## config.mk

```make
export PLATFORM = sky130hd
export DESIGN_NAME = _ram8
export DESIGN_NICKNAME = d
export VERILOG_FILES = /design/src/rtl/_ram8.sv
export SDC_FILE = /design/constraint.sdc
export NUM_CORES = 1
export LEC_CHECK = 0
export ABC_AREA = 1
export BUFFER_PORTS_ARGS = -buffer_cell sky130_fd_sc_hd__buf_2
export CAP_MARGIN = 20
export CORE_MARGIN = 1
export CORE_UTILIZATION = 33
export CTS_BUF_LIST = sky130_fd_sc_hd__clkbuf_8
export CTS_CLUSTER_DIAMETER = 30
export DETAILED_ROUTE_END_ITERATION = 8
export PLACE_DENSITY = 0.56
export REMOVE_ABC_BUFFERS = 1
export SYNTH_ARGS = -nofsm -noshare
export SYNTH_HDL_FRONTEND = slang
export SYNTH_SLANG_ARGS = --single-unit
```

## constraint.sdc

```tcl
create_clock -name clk -period 1.9 [get_ports clk]
set_input_delay 0.285 -clock clk [delete_from_list [all_inputs] [get_ports clk]]
set_output_delay 0.285 -clock clk [all_outputs]
set_load 0.03 [all_outputs]
```

## src/rtl/_ram8.sv

```systemverilog
// Eight-word by WIDTH-bit RAM: per-word load decode on the write side and a
// three-level 2:1 mux tree on the read side. Reset clears every word asynchronously.
module _ram8 #(
  parameter int WIDTH = 16
) (
  input  logic             clk,
  input  logic             rst_n,
  input  logic [WIDTH-1:0] in,
  input  logic             load,
  input  logic [2:0]       address,
  output logic [WIDTH-1:0] out
);

  logic [WIDTH-1:0] r_word [8];
  logic [7:0]       w_load;
  logic [WIDTH-1:0] w_lvl1 [4];
  logic [WIDTH-1:0] w_lvl2 [2];

  genvar k;
  generate
    for (k = 0; k < 8; k++) begin : g_word
      assign w_load[k] = load && (address == 3'(k));

      // Each bit either recirculates the stored value or takes new data.
      always_ff @(posedge clk or negedge rst_n) begin
        if (!rst_n) begin
          r_word[k] <= '0;
        end else begin
          r_word[k] <= w_load[k] ? in : r_word[k];
        end
      end
    end

    // Read tree: address[0] picks within pairs, then address[1], then address[2].
    for (k = 0; k < 4; k++) begin : g_lvl1
      assign w_lvl1[k] = address[0] ? r_word[2*k+1] : r_word[2*k];
    end
    for (k = 0; k < 2; k++) begin : g_lvl2
      assign w_lvl2[k] = address[1] ? w_lvl1[2*k+1] : w_lvl1[2*k];
    end
  endgenerate

  assign out = address[2] ? w_lvl2[1] : w_lvl2[0];

endmodule

```

Yosys cells after proc, flatten, opt, wreduce, memory -nomap -nowiden. Cells that the tools add are included.

Register bits: 128. Input port bits: 22. Output and inout bits: 16. Word-level logic and storage cells: 31.

Equal/unequal tests: 7. Mux-type cells: 7. Reductions and logical operators: 9.

Operators with widths (count): $mux 16 (7); $eq 3x3->1 const B (4); $logic_and 1x1->1 (8); $eq 3x2->1 const B (2); $eq 3x1->1 const B (1); $logic_not 3->1 (1).

Depth between registers and ports, before layout. Gate-level depths: netlist (run 1).

Depth in word-level cells: 3. Depth in mapped cells: 9. Depth with buffers taken out: 7.

Least setup slack after synthesis (run 1). OpenSTA, ideal clock, no wires.

Kind: input port to output port. From: input address[1]. To: output out[13]. Data arrival time: 1.185 ns. Required time: 1.615 ns. Path slack: 0.430 ns. Stages: 7. Buffers on the path: 2. Cells stage by stage: buf_4 -> inv_2 -> buf_1 -> nand2_1 -> nand2_1 -> nand2_1 -> nand2_1.

Longest elaborated chain between the ends: 2. Elaborated cells on any way between the ends: 3. Classes of those cells: 3 x mux.

Ends and longest elaborated chain: start: declaration (RTL line 10) `input logic [2:0] address,`; $mux 16 (RTL line 39) `assign w_lvl2[k] = address[1] ? w_lvl1[2*k+1] : w_lvl1[2*k];`; $mux 16 (*) (RTL line 43) `assign out = address[2] ? w_lvl2[1] : w_lvl2[0];`; end: declaration (RTL line 11) `output logic [WIDTH-1:0] out`.

Mark *: on every way between the ends. The rest lies on a longest branch, timed or not.

Worst setup path after layout (run 1).
From: register r_word[74] in the netlist's numbering. To: output out[10].

Longest elaborated chain between the ends: 3.

Ends and longest elaborated chain: start: declaration (RTL line 14) `logic [WIDTH-1:0] r_word [8];`; start signal: indexed assignment (RTL line 29) `r_word[k] <= w_load[k] ? in : r_word[k];`; $mux 16 (RTL line 36) `assign w_lvl1[k] = address[0] ? r_word[2*k+1] : r_word[2*k];`; $mux 16 (RTL line 39); $mux 16 (RTL line 43).

No other way between the ends.

==> results of run 1 <==
worst max path at each step:
| stage | startpoint | end | slack [ps] | cells past startpoint |
|---|---|---|---|---|
| final | r_word[74]$_DFFE_PN0P_ | out[10] | 230 | 7 |
| after global routing | r_word[39]$_DFFE_PN0P_ | out[7] | 110 | 7 |
| after detailed placement | address[0] | out[5] | 280 | 10 |
| after CTS | r_word[61]$_DFFE_PN0P_ | out[13] | 200 | 7 |
| after floorplan | address[0] | r_word[32]$_DFFE_PN0P_ | 180 | 5 |
| after global placement | address[0] | out[5] | 290 | 10 |
metrics by stage:
step	utilization, %	hold WS [ps]	instances
final	39.8	202	1082
after global routing	39.8	202	1082
after CTS	39.8	176	1082
after detailed placement	37.4	171	1049
after global placement	37.4	172	1049
after floorplan	-	-10.6	755
power breakdown:
part           switching, mW  internal (mW)
Sequential             0.268           3.24
Clock                   1.10           1.44
Combinational          0.847          0.525
what timing repair did:
action                    in CTS  in global routing
resized for setup              0                  0
hold buffers                   1                  0
hold endpoints to repair      16                  0
layer usage:
layer  track usage (%)  vias to the layer above
met5                 0                        -
met4              5.37                        0
met3              4.19                       13
met2              29.3                       88
met1              24.0                     2289
li1                  -                     2579
cell usage in the layout, fill, tap and decap left out:
master,instances
o21ai_1,42
o21ai_0,70
clkbuf_8,18
clkinv_2,4
clkinvlp_4,3
inv_1,22
buf_2,36
dlygate4sd3_1,1
nand3_2,1
buf_4,26
buf_12,7
inv_2,2
nor2_1,19
bufinv_16,4
nor2_2,1
nor2_4,1
a21oi_1,16
dfrtp_1,128
nand2_1,456
logic make-up after synthesis:
kind of cell	count (synthesis)	synth area share, %
buffers and inverters	69	5.30
DFF	128	53.6
and+or+nand+nor	478	30.3
AOI/OAI and AO/OA	128	10.7
worst reg2reg max path: cells and delay by family (launching register included):
kind             cells  cell delay (ps)
AND/OR/NAND/NOR      1               60
AO/OA/AOI/OAI        1               90
flip-flops           1              380
layout make-up:
| cell class | instances | area, µm² |
|---|---|---|
| Timing Repair Buffer | 70 | 526 |
| Fill cell | 1860 | 10500 |
| Tap cell | 225 | 282 |
| Clock buffer | 18 | 248 |
| Multi-Input combinational cell | 606 | 2450 |
| Inverter | 21 | 78.8 |
| Clock inverter | 14 | 174 |
| Sequential cell | 128 | 3200 |
==> results.sh, run 1 <==
export IMPL_outcome="complete, no violations"
export IMPL_holdCritStartpoint="in[3]"
export IMPL_drv_cap=0
export IMPL_wirelength_um=15300
export IMPL_fin_total_pwr_mw=7.41
export IMPL_htree_levels=4
export IMPL_drive_above_1_share_pct=12.0
export IMPL_yosys_area_top_type="dfrtp_1"
export IMPL_start_kind="flop"
export IMPL_reg2reg_from="r_word[105]$_DFFE_PN0P_"
export IMPL_largestRegisters="r_word (128)"
export IMPL_async_flop_share_pct=100
export IMPL_grt_pass1_vias=4727
export IMPL_worstHoldPathType="input pin to flop"
export IMPL_largest_reg_flops=128
export IMPL_worst_slew_pin_transition_ps=482
export IMPL_r2r_cells=2
export IMPL_yosys_register_bits=128
export IMPL_synth_flop_cell="dfrtp_1"
export IMPL_place_congestion=0.734
export IMPL_worst_r2r_endpoint="r_word[105]$_DFFE_PN0P_"
export IMPL_p_leak_nw=3.73
export IMPL_relSlewSlack_pct=67.8
export IMPL_ant_nets=0
export IMPL_pre_cts_ws_ps=285
export IMPL_design_area_um2=6960
export IMPL_nNetsFinal=866
export IMPL_yosysSeqAreaShare_pct=53.6
export IMPL_routedWlPerCell_um=14.1
export IMPL_min_path_cells=3
export IMPL_netlist_area_leader_share_pct=53.6
export IMPL_crit_fanout=2
export IMPL_power_density_nw_per_um2=1060
export IMPL_synth_edf_count=0
export IMPL_regMostFlops="r_word"
export IMPL_cts_buffers=17
export IMPL_via_per_inst=4.59
export IMPL_skew_ps=0
export IMPL_fp_dieW_um=137
export IMPL_wl_met3_um=630
export IMPL_setup_ws_ps=231
export IMPL_synthesis_area_um2=5970
export IMPL_max_freq_mhz=599
export IMPL_hold_viol_final=0
export IMPL_synthCells=803
export IMPL_cts_tree="yes"
export IMPL_reg2reg_slack_ps=1240
export IMPL_grt_setup_unrepaired="false"
export IMPL_top_layer_used="met4"
export IMPL_clock_sinks=128
export IMPL_cts_buffer_depth=2
export IMPL_antenna_cells=0
export IMPL_setup_violations=0
export IMPL_vdd_drop_max_v=0.000803
export IMPL_crit_required_ps=1620
export IMPL_critPathArrivalTime_ps=1380
export IMPL_io_pins=38
export IMPL_syn_avg_cell_area_um2=7.44
export IMPL_wl_met1_um=7380
export IMPL_start_util_pct=34.2
export IMPL_drt_initial_drc_count=355
export IMPL_cpMostUsedCell="nand2_1"
export IMPL_yosysMostFrequentCell="nand2_1"
export IMPL_final_period_utilization_pct=87.8
export IMPL_cpLargestDelayFamily="simple AND/OR/NAND/NOR gates"
export IMPL_io_buffers=37
export IMPL_yosys_warnings=0
export IMPL_antenna_found_initial=0
export IMPL_drt_first_pass_iters=5
export IMPL_via_count=4969
export IMPL_critPathMaxStageDelay_ps=360
export IMPL_core_area_um2=17500
export IMPL_place_area_um2=6530
export IMPL_cp_slowest_cell="dfrtp_1"
export IMPL_clk_pin_slew_worst_paths_ps=80
export IMPL_dr_wl_met2_um=7100
export IMPL_synthToLayoutAreaGrowth_pct=16.6
export IMPL_maxSlewViolCount=0
export IMPL_crit_type="flop to output pin"
export IMPL_path_buf_inv=1
export IMPL_grt_overflow_total=0
export IMPL_dieArea_um2=18600
export IMPL_min_period_ps=1670
export IMPL_fp_row_count=48
export IMPL_worstPathCellList="nand2_1 -> nand2_1 -> nand2_1 -> nand2_1 -> nand2_1 -> nand2_1 -> buf_2"
export IMPL_synth_common_cells="nand2_1 (456), dfrtp_1 (128), o21ai_0 (70), o21ai_1 (42)"
export IMPL_post_cts_buffers=0
export IMPL_synth_cell_type_count=16
export IMPL_grt_max_degree=77
export IMPL_grt_usage_pct=18.1
export IMPL_setup_tns_ps=0
export IMPL_grt_pass1_wl_um=25200
export IMPL_yosys_top_cells_area="dfrtp_1 (54%), nand2_1 (29%), o21ai_0 (5.9%), o21ai_1 (3.5%), buf_2 (1.5%)"
export IMPL_hold_path_endpoint="r_word[19]$_DFFE_PN0P_"
export IMPL_end_kind="output pin"
export IMPL_die_y_um=137
export IMPL_clk_latency_ps=430
export IMPL_root_buffer="clkbuf_8"
export IMPL_drc=0
export IMPL_dpl_hpwl_um=9690
(Power assumes the default switching activity.)
==> run 2: changes to the inputs <==
ABC_CLOCK_PERIOD_IN_PS = 1450   (was default)
CORE_ASPECT_RATIO = 1.25   (was default)
PLACE_DENSITY = 0.57   (was 0.56)
clock period = 1.45 ns   (was 1.9 ns; I/O delays follow)
==> run 2 against run 1 <==
The flow now finishes with violations (negative setup slack); count of clock-buffer cells in the layout fell by 1; via count rose by 3.2%; total power rose by 35%; cell count rose by 2.6%; critical path depth did not move; sequential share of layout area fell by 2.6 points; clock power rose by 31%; sequential power rose by 31%; largest power group unchanged.
==> results.sh, run 2 (synthesis gave the netlist of run 1 again) <==
export IMPL_clk_latency_ps=440
export IMPL_min_period_ps=1540
export IMPL_worstHoldPathType="input pin to flop"
export IMPL_largestRegisters="r_word (128)"
export IMPL_cts_tree="yes"
export IMPL_relSlewSlack_pct=73.9
export IMPL_via_count=5126
export IMPL_drc=0
export IMPL_htree_levels=4
export IMPL_grt_pass1_vias=4861
export IMPL_start_kind="flop"
export IMPL_fp_dieW_um=122
export IMPL_nNetsFinal=895
export IMPL_largest_reg_flops=128
export IMPL_place_congestion=0.747
export IMPL_clk_pin_slew_worst_paths_ps=80
export IMPL_via_per_inst=4.62
export IMPL_outcome="finished, violations left"
export IMPL_grt_pass1_wl_um=25700
export IMPL_cts_buffer_depth=2
export IMPL_grt_max_degree=39
export IMPL_critPathArrivalTime_ps=1330
export IMPL_ant_nets=0
export IMPL_setup_ws_ps=-94.1
export IMPL_antenna_found_initial=0
export IMPL_final_period_utilization_pct=106
export IMPL_cts_buffers=17
export IMPL_grt_setup_unrepaired="true"
export IMPL_crit_fanout=2
export IMPL_violations="negative setup slack"
export IMPL_regMostFlops="r_word"
export IMPL_p_leak_nw=3.91
export IMPL_drt_first_pass_iters=5
export IMPL_dpl_hpwl_um=10000
export IMPL_power_density_nw_per_um2=1360
export IMPL_drv_cap=0
export IMPL_max_freq_mhz=648
export IMPL_fp_row_count=54
export IMPL_instances_no_fill=1110
export IMPL_start_util_pct=34.0
export IMPL_crit_required_ps=1230
export IMPL_die_y_um=152
export IMPL_fillCellCount=1837
export IMPL_antenna_cells=0
export IMPL_wirelength_um=15500
export IMPL_vdd_drop_max_v=0.000526
export IMPL_hold_viol_final=0
export IMPL_routedWlPerCell_um=13.9
export IMPL_drive_above_1_share_pct=16.1
export IMPL_placedCellCount=1057
export IMPL_whs_ps=128
export IMPL_dieArea_um2=18600
export IMPL_synthToLayoutAreaGrowth_pct=23.4
export IMPL_root_buffer="clkbuf_8"
export IMPL_crit_type="flop to output pin"
export IMPL_final_cell_mix="nand2_1 (447), dfrtp_1 (128), o21ai_0 (70), buf_4 (50), o21ai_1 (42)"
export IMPL_maxSlewViolCount=0
export IMPL_core_area_um2=17600
export IMPL_drt_initial_drc_count=272
export IMPL_clock_sinks=128
export IMPL_worst_slew_pin_transition_ps=392
export IMPL_io_pins=38
export IMPL_layout_commonest_cell="nand2_1"
export IMPL_setup_violations=16
export IMPL_grt_overflow_total=0
export IMPL_grt_usage_pct=17.9
export IMPL_end_kind="output pin"
export IMPL_io_buffers=37
export IMPL_skew_ps=0
## run 2: cell types whose count changed in the layout (fill, tap and decap cells not counted), sizes merged
cell and delta:
buf +29, clkinv +2, inv -2, clkbuf -1
clkinvlp +1
## run 2: metal layers
layer  track usage [%]  share of wire [%]
met1              23.0                 46
met5                 0                  0
met3              3.56                3.6
met2              30.2                 50
met4              4.53                1.0
## run 2: final cells by class
| class | count | area (µm²) | share of cell area (%) |
|---|---|---|---|
| Sequential cell | 128 | 3200 | 43.5 |
| Tap cell | 224 | 280 | 3.80 |
| Inverter | 21 | 78.8 | 1.07 |
| Timing Repair Buffer | 99 | 906 | 12.3 |
| Clock buffer | 17 | 234 | 3.17 |
| Multi-Input combinational cell | 606 | 2470 | 33.6 |
| Clock inverter | 15 | 195 | 2.65 |
## run 2: worst paths after layout
path                                               from                 endpoint  slack, ps  depth (start not counted)
min in group asynchronous                         rst_n   r_word[60]$_DFFE_PN0P_        240                          2
worst max register to register  r_word[115]$_DFFE_PN0P_  r_word[115]$_DFFE_PN0P_        590                          4
worst min register to register   r_word[85]$_DFFE_PN0P_   r_word[85]$_DFFE_PN0P_        490                          2
max in group asynchronous                         rst_n  r_word[112]$_DFFE_PN0P_        660                          3
worst max-delay path            r_word[108]$_DFFE_PN0P_                  out[12]        -90                          7
worst min-delay path                              in[3]   r_word[35]$_DFFE_PN0P_        130                          3
## run 2: power breakdown
group | switching [mW] | leakage, nW | total, mW | internal (mW)
Clock | 1.45 | 0.209 | 3.31 | 1.86
Combinational | 1.17 | 2.12 | 2.11 | 0.937
Sequential | 0.356 | 1.59 | 4.60 | 4.24
## run 2: what timing repair did
| item | in CTS | in global routing |
|---|---|---|
| hold buffers | 1 | 0 |
| setup endpoints to repair | 16 | 16 |
| pin swaps | 37 | 37 |
| endpoints found under the hold margin | 21 | 0 |
| resized for setup | 34 | 7 |
| setup buffers | 7 | 13 |
## run 2: per-stage QoR
stage / util [%] / setup slack, ps / instance area, µm² / power [mW] / TNS, ps
2_1_floorplan: - / -200 / 5730 / 5.83 / -6340
3_3_place_gp: 37.9 / -35.6 / 6660 / 6.47 / -173
3_5_place_dp: 37.9 / -37.6 / 6660 / 6.51 / -213
4_1_cts: 41.3 / -118 / 7260 / 10.0 / -1520
5_1_grt: 42.0 / -211 / 7370 / 10.7 / -2750
6_report: 42.0 / -94.1 / 7370 / 10.0 / -1080
## run 2: critical path, cell delays in order, from the launching register on
cell and delay (ps):
dfrtp_1 390, nand2_1 70, nand2_1 50, nand2_1 60, nand2_1 40, nand2_1 70
nand2_2 60, buf_6 130
